## src/rtl/mod_updown_counter_if.sv

```systemverilog
// Bus bundle for mod_updown_counter: control inputs, count and status outputs.
// The counter side uses the slave modport. The driving side uses the master modport.
interface mod_updown_counter_if #(
  parameter int unsigned WIDTH = 4
) ();

  logic             clr;
  logic             load;
  logic [WIDTH-1:0] load_val;
  logic             en;
  logic             up_dn;
  logic [WIDTH-1:0] q;
  logic             tc;
  logic             wrap;

  modport master (
    output clr, load, load_val, en, up_dn,
    input  q, tc, wrap
  );

  modport slave (
    input  clr, load, load_val, en, up_dn,
    output q, tc, wrap
  );

endinterface

```

## src/rtl/mod_updown_counter.sv

```systemverilog
// WIDTH-bit modulo-MODULUS up/down counter with clear, load, terminal count and wrap pulse.
// State updates on the falling edge of clk. reset is asynchronous and active-low.
// Optional macro MOD_UPDOWN_COUNTER_SAT_EN: saturate at the ends instead of wrapping.
// With the macro defined, wrap is never asserted.
module mod_updown_counter #(
  parameter int unsigned WIDTH   = 4,
  parameter int unsigned MODULUS = 10
) (
  input logic                  clk,
  input logic                  reset,
  mod_updown_counter_if.slave  bus
);

  if (WIDTH < 2 || WIDTH > 16 || MODULUS < 2 || MODULUS > (1 << WIDTH)) begin : g_bad_params
    $error("mod_updown_counter: need 2<=WIDTH<=16 and 2<=MODULUS<=2**WIDTH");
  end

  // MODULUS-1 always fits in WIDTH bits, even when MODULUS == 2**WIDTH.
  localparam logic [WIDTH-1:0] MaxVal = WIDTH'(MODULUS - 1);

  logic [WIDTH-1:0] q_d, q_q;
  logic             wrap_d, wrap_q;

  // Next-state selection: clr > load > en > hold.
  always_comb begin
    q_d    = q_q;
    wrap_d = 1'b0;
    if (bus.clr) begin
      q_d = '0;
    end else if (bus.load) begin
      // Clamp out-of-range loads so q never holds a value >= MODULUS.
      q_d = (bus.load_val > MaxVal) ? MaxVal : bus.load_val;
    end else if (bus.en) begin
      if (bus.up_dn) begin
        if (q_q == MaxVal) begin
`ifdef MOD_UPDOWN_COUNTER_SAT_EN
          q_d    = q_q;
`else
          q_d    = '0;
          wrap_d = 1'b1;
`endif
        end else begin
          q_d = q_q + 1'b1;
        end
      end else begin
        if (q_q == '0) begin
`ifdef MOD_UPDOWN_COUNTER_SAT_EN
          q_d    = q_q;
`else
          q_d    = MaxVal;
          wrap_d = 1'b1;
`endif
        end else begin
          q_d = q_q - 1'b1;
        end
      end
    end
  end

  // Count and wrap registers. They update on the falling edge of clk.
  always_ff @(negedge clk or negedge reset) begin
    if (!reset) begin
      q_q    <= '0;
      wrap_q <= 1'b0;
    end else begin
      q_q    <= q_d;
      wrap_q <= wrap_d;
    end
  end

  // Terminal count is combinational so a cascaded stage sees it on the same edge.
  always_comb begin
    bus.q    = q_q;
    bus.wrap = wrap_q;
    bus.tc   = bus.en & ((bus.up_dn & (q_q == MaxVal)) | (~bus.up_dn & (q_q == '0)));
  end

endmodule

```

## src/flat_wrapper.sv

```systemverilog
// flat-port wrapper written by rule: the top's interface ports become plain ports
module mod_updown_counter_flat 
#(
  parameter int unsigned WIDTH   = 4,
  parameter int unsigned MODULUS = 10
)
  (clk, reset, bus_clr, bus_load, bus_load_val, bus_en, bus_up_dn, bus_q, bus_tc, bus_wrap);
  mod_updown_counter_if #(.WIDTH(WIDTH)) bus_i ();
  input logic clk;
  input logic reset;
  input wire logic [$bits(bus_i.clr)-1:0] bus_clr;
  input wire logic [$bits(bus_i.load)-1:0] bus_load;
  input wire logic [$bits(bus_i.load_val)-1:0] bus_load_val;
  input wire logic [$bits(bus_i.en)-1:0] bus_en;
  input wire logic [$bits(bus_i.up_dn)-1:0] bus_up_dn;
  output wire logic [$bits(bus_i.q)-1:0] bus_q;
  output wire logic [$bits(bus_i.tc)-1:0] bus_tc;
  output wire logic [$bits(bus_i.wrap)-1:0] bus_wrap;
  assign bus_i.clr = bus_clr;
  assign bus_i.load = bus_load;
  assign bus_i.load_val = bus_load_val;
  assign bus_i.en = bus_en;
  assign bus_i.up_dn = bus_up_dn;
  assign bus_q = bus_i.q;
  assign bus_tc = bus_i.tc;
  assign bus_wrap = bus_i.wrap;
  mod_updown_counter #(.WIDTH(WIDTH), .MODULUS(MODULUS)) u_core (.clk(clk), .reset(reset), .bus(bus_i));
endmodule
```

## config.mk

```make
export PLATFORM = sky130hd
export DESIGN_NAME = mod_updown_counter_flat
export DESIGN_NICKNAME = d
export VERILOG_FILES = /design/src/rtl/mod_updown_counter_if.sv /design/src/rtl/mod_updown_counter.sv /design/src/flat_wrapper.sv
export SDC_FILE = /design/constraint.sdc
export NUM_CORES = 1
export LEC_CHECK = 0
export CAP_MARGIN = 20
export CORE_AREA = 3 3 40 42
export CTS_CLUSTER_SIZE = 8
export DETAILED_ROUTE_END_ITERATION = 10
export DIE_AREA = 0 0 43 45
export PLACE_DENSITY = 0.78
export REMOVE_ABC_BUFFERS = 1
export SKIP_CTS_REPAIR_TIMING = 1
export SYNTH_ARGS = -nofsm -noshare
export SYNTH_HDL_FRONTEND = slang
export SYNTH_SLANG_ARGS = --single-unit
```

## constraint.sdc

```tcl
create_clock -name clk -period 2.5 [get_ports clk]
set_clock_uncertainty 0.1 [all_clocks]
set_input_delay 0.5 -clock clk [delete_from_list [all_inputs] [get_ports clk]]
set_output_delay 0.5 -clock clk [all_outputs]
set_load 0.03 [all_outputs]
```

# Yosys cells after proc, flatten, opt, wreduce, memory -nomap -nowiden

Index checks and enable logic that the tools add are counted.

ROM bits: 0
Memories kept: 0
Output and inout bits: 6
Latch bits: 0
Register bits: 5
Memory bits (writable): 0
Input bits: 10

Magnitude comparators: 1
Shifts and indexed selects: 0
Equal/unequal tests: 1
Multiplexer cells: 13
$mul: 0
Divide/modulo/power cells: 0
Reduce and logical (&&, ||, !) cells: 2
Bitwise logic cells: 5
Add/subtract/negate cells: 2

Operator list:

| operator                                                           | number |
|---|---|
| 4-bit 2-to-1 mux                                                   | 7 |
| 1-bit 2-to-1 mux                                                   | 6 |
| 4-bit by 1-bit adder with 4-bit output, second input constant      | 1 |
| 4-bit == test, second input constant                               | 1 |
| 4-bit greater-than comparator, second input constant               | 1 |
| 4-bit logical NOT                                                  | 1 |
| 4-bit by 1-bit subtractor with 4-bit output, second input constant | 1 |
| 1-bit AND                                                          | 3 |
| 3-bit nonzero test                                                 | 1 |
| 1-bit inverter                                                     | 1 |
| 1-bit bitwise OR                                                   | 1 |

# Longest topological paths before layout

Depth in word-level cells: 6
Mapped depth: 6
Gate-level depth less buffers: 6

==> metrics.log <==
[metrics] flip-flop and latch count after synthesis: 5
[metrics] max-slew headroom at the worst pin: 0.829
[metrics] ratio of routed vias to standard cells: around 5.5
[metrics] sequential cell area in the final layout: between 100 and 150 sq um
[metrics] clock-pin slew of the registers on the worst-case setup and hold paths: about 0.040 ns
[metrics] sequential area share after synthesis: 0.251
[metrics] Req. time, crit path: approximately 1.9 ns
[metrics] Worst VDD drop: about 210 uV
[metrics] Die Outline Area: roughly 1900 sq um
[metrics] total inserted antenna cells: 0
[metrics] global-route wire length before repair: roughly 2100 um
[metrics] Core Box Area: around 1300 sq um
[metrics] fraction of the mapped netlist area in compound gates: 0.286
[metrics] Post-DP HPWL: roughly 1100 um
[metrics] total global-route track usage: 0.145
[metrics] die width: ~43 um
[metrics] wirelength, routed: between 1500 and 2000 um
[metrics] cells along the critical path: inv_2, ha_4, or3b_4, a21oi_4, and2_4, buf_6
[metrics] total count of max-transition violations in the final report: 0
[metrics] number of instances in the synthesized netlist: 58
[metrics] XOR/XNOR Fraction of Synth Area: 0.0176
[metrics] top-level I/O count: 16
[metrics] hold violation count in the final report: 0
[metrics] pin count of the biggest net entering global routing: 11
[metrics] syn_area_per_cell: between 8 and 9 sq um
[metrics] routability cong.: about 0.85
[metrics] Worst Reg-to-Reg Cells: 8
[metrics] cell row count: 13
[metrics] worst hold path class: reg2reg
[metrics] post-synthesis share of cell area spent on and, or, nand and nor gates: 0.234
[metrics] routed wl met2: approximately 840 um
[metrics] data arrival time of the worst path: 2.91 ns
[metrics] most common library cell in the layout ignoring fill and taps: buf_4
[metrics] root cell of the clock tree: clkbuf_4
[metrics] max-capacitance violation count: 0
[metrics] Max stage delay on crit path: roughly 0.38 ns
[metrics] TritonCTS clock tree: yes
[metrics] detailed-route via count: 618
[metrics] Critical-path top delay cell: or3b_4
[metrics] effective utilization at floorplan: 0.388
[metrics] Placed Cells: 100
[metrics] top fanout value on the critical path: 3
[metrics] vias in the first global route: 529
[metrics] endpoint of the worst hold-timing path: u_core.bus.q[0]$_DFFE_NN0P_
[metrics] sum of negative setup slack: -2.67 ns
[metrics] per-cell routed wire length: approximately 15 um
[metrics] aggregate global routing overflow: 0
[metrics] Area contributors post-synth: dfrtn_1, ha_1, a21oi_1, nand2b_1, a22o_1
[metrics] Top delay family on crit path: simple AND/OR/NAND/NOR gates
[metrics] M1 WL: about 660 um
[metrics] area used by multi-input combinational logic: approximately 370 sq um
[metrics] Yosys top cell by area: dfrtn_1
[metrics] fraction of synthesized cell area taken by the top area cell type: 0.251
[metrics] topmost layer with routed signal wires: met4
[metrics] number of failing setup endpoints in the final timing report: 8
[metrics] later-pin clock latency in the skew report: about 0.25 ns
[metrics] number of distinct library cell variants in the gate-level netlist after synthesis: 33
[metrics] number of warning messages in the yosys log: 0
[metrics] worst-margin pin slew: 0.254 ns
[metrics] Detailed Route Iter0 Violations: 27
[metrics] violations in the final reports: negative setup slack
[metrics] number of H-tree branching levels: 1
[metrics] net count of the finished layout: 112
[metrics] leakage power figure: around 0.45 nW
[metrics] proportion of layout cells with a drive suffix above 1: 0.454
[metrics] metal3 WL: approximately 100 um
[metrics] antenna viol nets, final: 0
[metrics] endpoint of the most critical register-to-register path: u_core.bus.q[2]$_DFFE_NN0P_
[metrics] share of synthesized area spent on multiplexers: 0.0201
[metrics] CTS max path bufs: 2
[metrics] number of iterations in the first detailed-routing pass: 4
[metrics] main combinational cell family by area after synthesis: compound AO/OA/AOI/OAI gates
[metrics] pwr dens: around 420 nW/um^2
[metrics] post-route non-filler standard cell count: around 110
[metrics] buffer and inverter count on the worst path: 2
[metrics] Hold Path Depth: 3
[metrics] HP Start: u_core.bus.q[0]$_DFFE_NN0P_
[metrics] commonest cells after routing, fill and taps aside: buf_4, buf_6, dfrtn_1, a21oi_1, dlymetal6s2s_1
[metrics] status: finished with violations
[metrics] kind of start point of the critical path: register
[metrics] adder and majority gate portion of the synthesized area: 0.101
[metrics] post-route worst setup slack: -1.01 ns
[metrics] Die H: 45 um
[metrics] unrepaired setup endpoints after global routing: true
[metrics] signed area change from the synthesized netlist to the final layout: 79.9%
[metrics] classification of the worst setup path: reg2out
[metrics] Layout fillers: slightly below 100
[metrics] R2R Path Start: u_core.bus.q[0]$_DFFE_NN0P_
[metrics] DRC violation count after routing: 0
[metrics] Worst Setup End Kind: output port
[metrics] minimum setup slack among reg-to-reg paths: ~0.7 ns
[metrics] clock sink count: 5
[metrics] number of I/O port buffers: 15
[metrics] number of buffers added by the clock tree synthesis step: 3
[metrics] total standard cell area after synthesis: ~500 sq um
[metrics] antenna violations before repair: 0
==> logic make-up (layout without fill, tap and decap cells) <==
| family | count (synthesis) | after routing |
|---|---|---|
| AND/OR/NAND/NOR | 20 | 20 |
| adder cells (fa/ha/maj) | 4 | 4 |
| buffers and inverters | 7 | 46 |
| multiplexers | 1 | 1 |
| XOR/XNOR | 1 | 1 |
| flip-flops | 5 | 5 |
| AO/OA/AOI/OAI | 20 | 20 |
==> stage by stage <==
| step | hold WS, ns | utilization | worst slack, ns | power, mW | cell area (sq um) |
|---|---|---|---|---|---|
| floorplan | 0.640 | - | -1.02 | 0.166 | 468 |
| global placement | 0.485 | 0.572 | -0.788 | 0.241 | 734 |
| detailed placement | 0.488 | 0.572 | -0.780 | 0.243 | 734 |
| CTS | 0.488 | 0.592 | -1.06 | 0.338 | 761 |
| global route | 0.542 | 0.697 | -1.06 | 0.403 | 896 |
| finish | 0.506 | 0.697 | -1.01 | 0.379 | 896 |
==> how the worst max path moves through the flow <==
stage                                            from                     endpoint  slack (ns)  cells past startpoint
final                     u_core.bus.q[1]$_DFFE_NN0P_                       bus_tc       -1.01                      6
after global routing      u_core.bus.q[1]$_DFFE_NN0P_                       bus_tc       -1.06                      6
after CTS                 u_core.bus.q[0]$_DFFE_NN0P_                       bus_tc       -1.06                      6
after detailed placement  u_core.bus.q[0]$_DFFE_NN0P_                       bus_tc       -0.78                      6
after global placement                      bus_up_dn  u_core.bus.q[1]$_DFFE_NN0P_       -0.79                      5
after floorplan           u_core.bus.q[0]$_DFFE_NN0P_                       bus_tc       -1.02                      5
==> worst reg2reg max path, delay by kind of cell, from the launching register on <==
kind	cells	cell delay (ns)
DFF	1	0.43
adders and majority gates	1	0.21
and+or+nand+nor	1	0.14
buffers and inverters	3	0.31
AOI/OAI and AO/OA	3	0.45
==> layout make-up <==
cell class / count / area share
Tap cell: 15 / 0.0209
Multi-Input combinational cell: 46 / 0.413
Timing Repair Buffer: 38 / 0.380
Clock buffer: 4 / 0.0293
Sequential cell: 5 / 0.140
Inverter: 4 / 0.0168
==> metal layers <==
metal | vias up | track usage
met5 | - | 0
li1 | 296 | -
met2 | 30 | 0.263
met4 | 0 | 0.0542
met3 | 4 | 0.0359
met1 | 288 | 0.166
==> flip-flops by register name, summed over array words and instances, names as in the netlist <==
signal,cells
u_core.bus.q,4
u_core.bus.wrap,1
==> report_power, final <==
| group | switching, mW | total (mW) | leakage [nW] | internal, mW |
|---|---|---|---|---|
| Sequential | 0.00574 | 0.0939 | 0.0663 | 0.0882 |
| Combinational | 0.0915 | 0.192 | 0.370 | 0.101 |
| Clock | 0.0327 | 0.0930 | 0.0150 | 0.0603 |
==> cell usage after synthesis <==
cell      number
xor2_1         1
o41ai_1        1
clkbuf_8       1
nand3b_1       2
a32oi_1        1
nand3_1        1
o21ai_0        3
nor2_1         2
mux2i_1        1
o311ai_1       1
dfrtn_1        5
ha_1           4
or3b_4         1
and2_1         1
o22ai_1        1
a21oi_2        1
o32ai_1        1
nand2b_1       3
a22o_1         2
buf_2          1
o31ai_1        1
a31oi_1        1
nand2_1        3
a21oi_1        4
nor3b_1        1
nor2b_1        2
a41oi_1        1
and3_1         1
nor3_1         3
inv_1          4
buf_6          1
o21bai_1       1
a41o_1         1
(Power assumes the default switching activity.)
==> variant 1 (config.mk and constraints unchanged) <==
Build with the macro `MOD_UPDOWN_COUNTER_SAT_EN` defined.
--- a/src/rtl/mod_updown_counter.sv
+++ b/src/rtl/mod_updown_counter.sv
@@ -3,4 +3,6 @@
 // Optional macro MOD_UPDOWN_COUNTER_SAT_EN: saturate at the ends instead of wrapping.
 // With the macro defined, wrap is never asserted.
+`define MOD_UPDOWN_COUNTER_SAT_EN
+
 module mod_updown_counter #(
   parameter int unsigned WIDTH   = 4,
Formal check against the unedited RTL: not equivalent (a bounded check fails within 4 cycles, from zero or initial values and one cycle with reset low).
==> variant 1 against the unedited design <==
- the run still ends with negative setup slack left
- worst setup slack gained 0.23 ns
- total power shrank 12%
- sequential cell count decreased by 1
- final area shrank 4.5%
- area after synthesis decreased by 16%
- worst hold slack better by 0.088 ns
- first-iteration DRC count fell by 70%
- synthesized cell count decreased by 12%
- wire length decreased by 5.4%
==> variant 1: results (changes against the unedited design) <==
[grt]
grt_first_pass_wirelength_um = 1980  ; was 2080 um
number_of_global_route_vias_before_repair = 471  ; was 529
maximum_number_of_pins_on_one_net_before_global_route_repair = 9  ; was 11

[timing]
setup-tns-final_ns = -3.69  ; was -2.67 ns
setup_viol_count_final = 9  ; was 8
finalWorstSetupSlack_ns = -0.774  ; was -1.01 ns

[synth]
synth.yosys.seq_area_share_pct = 23.9  ; was 25.1%
post_synth_most_frequent_cells = 6 x sky130_fd_sc_hd__inv_1, 4 x sky130_fd_sc_hd__a21oi_1, 4 x sky130_fd_sc_hd__dfrtn_1  ; was 5 x sky130_fd_sc_hd__dfrtn_1, 4 x sky130_fd_sc_hd__a21oi_1, 4 x sky130_fd_sc_hd__ha_1, 4 x sky130_fd_sc_hd__inv_1
synthTopCellsByArea = sky130_fd_sc_hd__dfrtn_1 24%, sky130_fd_sc_hd__ha_1 6.0%, sky130_fd_sc_hd__inv_1 5.4%, sky130_fd_sc_hd__a21oi_1 4.8%, sky130_fd_sc_hd__fa_1 4.8%  ; was sky130_fd_sc_hd__dfrtn_1 25%, sky130_fd_sc_hd__ha_1 10%, sky130_fd_sc_hd__a21oi_1 4.0%, sky130_fd_sc_hd__nand2b_1 3.8%, sky130_fd_sc_hd__a22o_1 3.5%
synth.top_cell.area_share_pct = 23.9  ; was 25.1%

[layout]
post_route_cells_drive_above_1_share_pct = 54.2  ; was 45.4%
num-nets-final = 98  ; was 112

[drt]
avgRoutedWirePerCell_um = 15.7  ; was 14.5 um

[pwr]
ir_drop_v = 0.000386  ; was 0.000210 V

[critical_path]
worst_path_largest_cell_delay_ns = 0.43  ; was 0.38 ns
r2r_slack_ns = 0.56  ; was 0.71 ns
crit_arrival_ns = 2.67  ; was 2.91 ns
critPathSlowestCell = sky130_fd_sc_hd__dfrtn_1  ; was sky130_fd_sc_hd__or3b_4
reg2regPathDepth = 6  ; was 8
worst_path_maximum_fanout = 8  ; was 3
cp_top_family = flip-flops  ; was simple AND/OR/NAND/NOR gates

[placed_design]
number_of_buffer_cells_added_on_primary_ports = 14  ; was 15
dpl-instance-area_um2 = 639  ; was 734 um2
place.detailed.hpwl_um = 887  ; was 1080 um

[status]
outcome = finished with violations  ; unchanged
violations = negative setup slack  ; unchanged

[hold_path]
hold_path_end = u_core.bus.q[2]$_DFFE_NN0P_  ; was u_core.bus.q[0]$_DFFE_NN0P_

variant 1: stage by stage:
step / instances / hold slack (ns) / setup WS [ns]
6_report: 98 / 0.594 / -0.774
5_1_grt: 98 / 0.641 / -0.813
4_1_cts: 92 / 0.589 / -0.983
3_5_place_dp: 89 / 0.588 / -1.25
3_3_place_gp: 89 / 0.564 / -1.19
2_1_floorplan: 47 / 0.655 / -0.749
variant 1: kinds of logic after synthesis:
| family | after synthesis | synth area share (%) |
|---|---|---|
| AND/OR/NAND/NOR | 15 | 20.0 |
| buffers and inverters | 10 | 11.0 |
| other | 1 | 0.895 |
| adder cells (fa/ha/maj) | 3 | 10.7 |
| XOR/XNOR | 1 | 2.09 |
| AO/OA/AOI/OAI | 17 | 31.3 |
| flip-flops | 4 | 23.9 |
variant 1: cell type report:
| cell class | instances | area, um2 |
|---|---|---|
| sequential | 4 | 100 |
| timing repair buffer | 33 | 309 |
| multi-input combinational | 37 | 383 |
| clock buffer | 3 | 22.5 |
| tap | 15 | 18.8 |
| fill | 108 | 429 |
| inverter | 6 | 22.5 |
variant 1: layer usage:
| metal | global-route usage (%) | vias to the layer above | wire (um) |
|---|---|---|---|
| met4 | 10.8 | 0 | 38 |
| met3 | 2.39 | 7 | 95 |
| met5 | 0 | - | 0 |
| met2 | 22.8 | 29 | 843 |
| li1 | - | 255 | - |
| met1 | 16.5 | 246 | 559 |
variant 1: power breakdown:
group	leakage, nW	total, W	internal, W	switching, W
clock	0.0138	0.0000781	0.0000535	0.0000246
combinational	0.306	0.000181	0.0000956	0.0000856
sequential	0.0525	0.0000750	0.0000710	0.00000406
==> variant 2 (same settings) <==
Made on the original files. Reset style: synchronous (`reset`), changed in one clocked block. Comments in the files are not updated.
--- a/src/rtl/mod_updown_counter.sv
+++ b/src/rtl/mod_updown_counter.sv
@@ -59,5 +59,5 @@
 
   // Count and wrap registers. They update on the falling edge of clk.
-  always_ff @(negedge clk or negedge reset) begin
+  always_ff @(negedge clk) begin
     if (!reset) begin
       q_q    <= '0;
Function: differs if reset is asserted again (counterexample within 4 cycles, from zero or initial values and one cycle with reset low); with reset held inactive, the same outputs for 10 cycles.
==> variant 2 against the unedited design <==
- the flow still finishes with violations (negative setup slack)
- wire length is 8.6% lower
- core utilization is 3.3 points lower
- final area is 4.7% lower
- register-to-register slack improved by 0.24 ns
- total power decreased by 12%
- area after synthesis decreased by 21%
- global-route usage is 0.41 points higher
- worst setup slack better by 0.52 ns
- sequential cell count did not move
- die area is the same
- largest cell class unchanged
- largest power group is now the clock network
==> variant 2: results (changes against the unedited design) <==
[status]
outcome = finished with violations  ; unchanged
violations = negative setup slack  ; unchanged

[drt]
drt-met1-wl_um = 575  ; was 657 um
drtIter0Drc = 11  ; was 27
avgRoutedWirePerCell_um = 14.4  ; was 14.5 um

[critical_path]
crit_arrival_ns = 2.39  ; was 2.91 ns
worst_path_largest_cell_delay_ns = 0.33  ; was 0.38 ns
r2r_slack_ns = 0.95  ; was 0.71 ns
critPathSlowestCell = sky130_fd_sc_hd__dfxtp_2  ; was sky130_fd_sc_hd__or3b_4
reg2regPathDepth = 4  ; was 8

[grt]
gr-usage-all-layers_pct = 15.0  ; was 14.5%
grt_util_met1_pct = 16.3  ; was 16.6%

[synth]
post_synth_inst_count = 50  ; was 58

[layout]
num-nets-final = 99  ; was 112
n_fill_cell = 102  ; was 97
num-multi-input-gates = 35  ; was 46
layout.area.seq_um2 = 109  ; was 125 um2

[pwr]
ir_drop_v = 0.000174  ; was 0.000210 V
comb_power_share_pct = 34.8  ; was 50.7%
powerDensity_nw_per_um2 = 389  ; was 423 nW/um2

[placed_design]
place.detailed.hpwl_um = 939  ; was 1080 um
numPlacedInstances = 93  ; was 100

[timing]
setup_viol_count_final = 7  ; was 8
setup-tns-final_ns = -1.89  ; was -2.67 ns
timing.hold.ws_ns = 0.426  ; was 0.506 ns
finalWorstSetupSlack_ns = -0.494  ; was -1.01 ns
timing.max_slew.rel_slack_pct = 73.2  ; was 82.9%

## variant 2: cell count changes after synthesis, sizes merged, moves of 3 or more
| cell | delta |
|---|---|
| a311oi | +3 |
| dfxtp | +5 |
| ha | -4 |
| a21oi | -3 |
| dfrtn | -5 |
| nand2 | -3 |
## variant 2: worst max path at each step
stage	endpoint	from	cells past startpoint	slack (ns)
3_5_place_dp	u_core.bus.q[2]$_SDFFE_NP0P_	bus_up_dn	4	-0.79
5_1_grt	bus_tc	u_core.bus.q[0]$_SDFFE_NP0P_	4	-0.55
2_1_floorplan	bus_tc	u_core.bus.q[0]$_SDFFE_NP0P_	3	-0.72
4_1_cts	bus_tc	u_core.bus.q[2]$_SDFFE_NP0P_	5	-0.52
3_3_place_gp	u_core.bus.q[2]$_SDFFE_NP0P_	bus_up_dn	4	-0.76
6_report	bus_tc	u_core.bus.q[0]$_SDFFE_NP0P_	4	-0.49
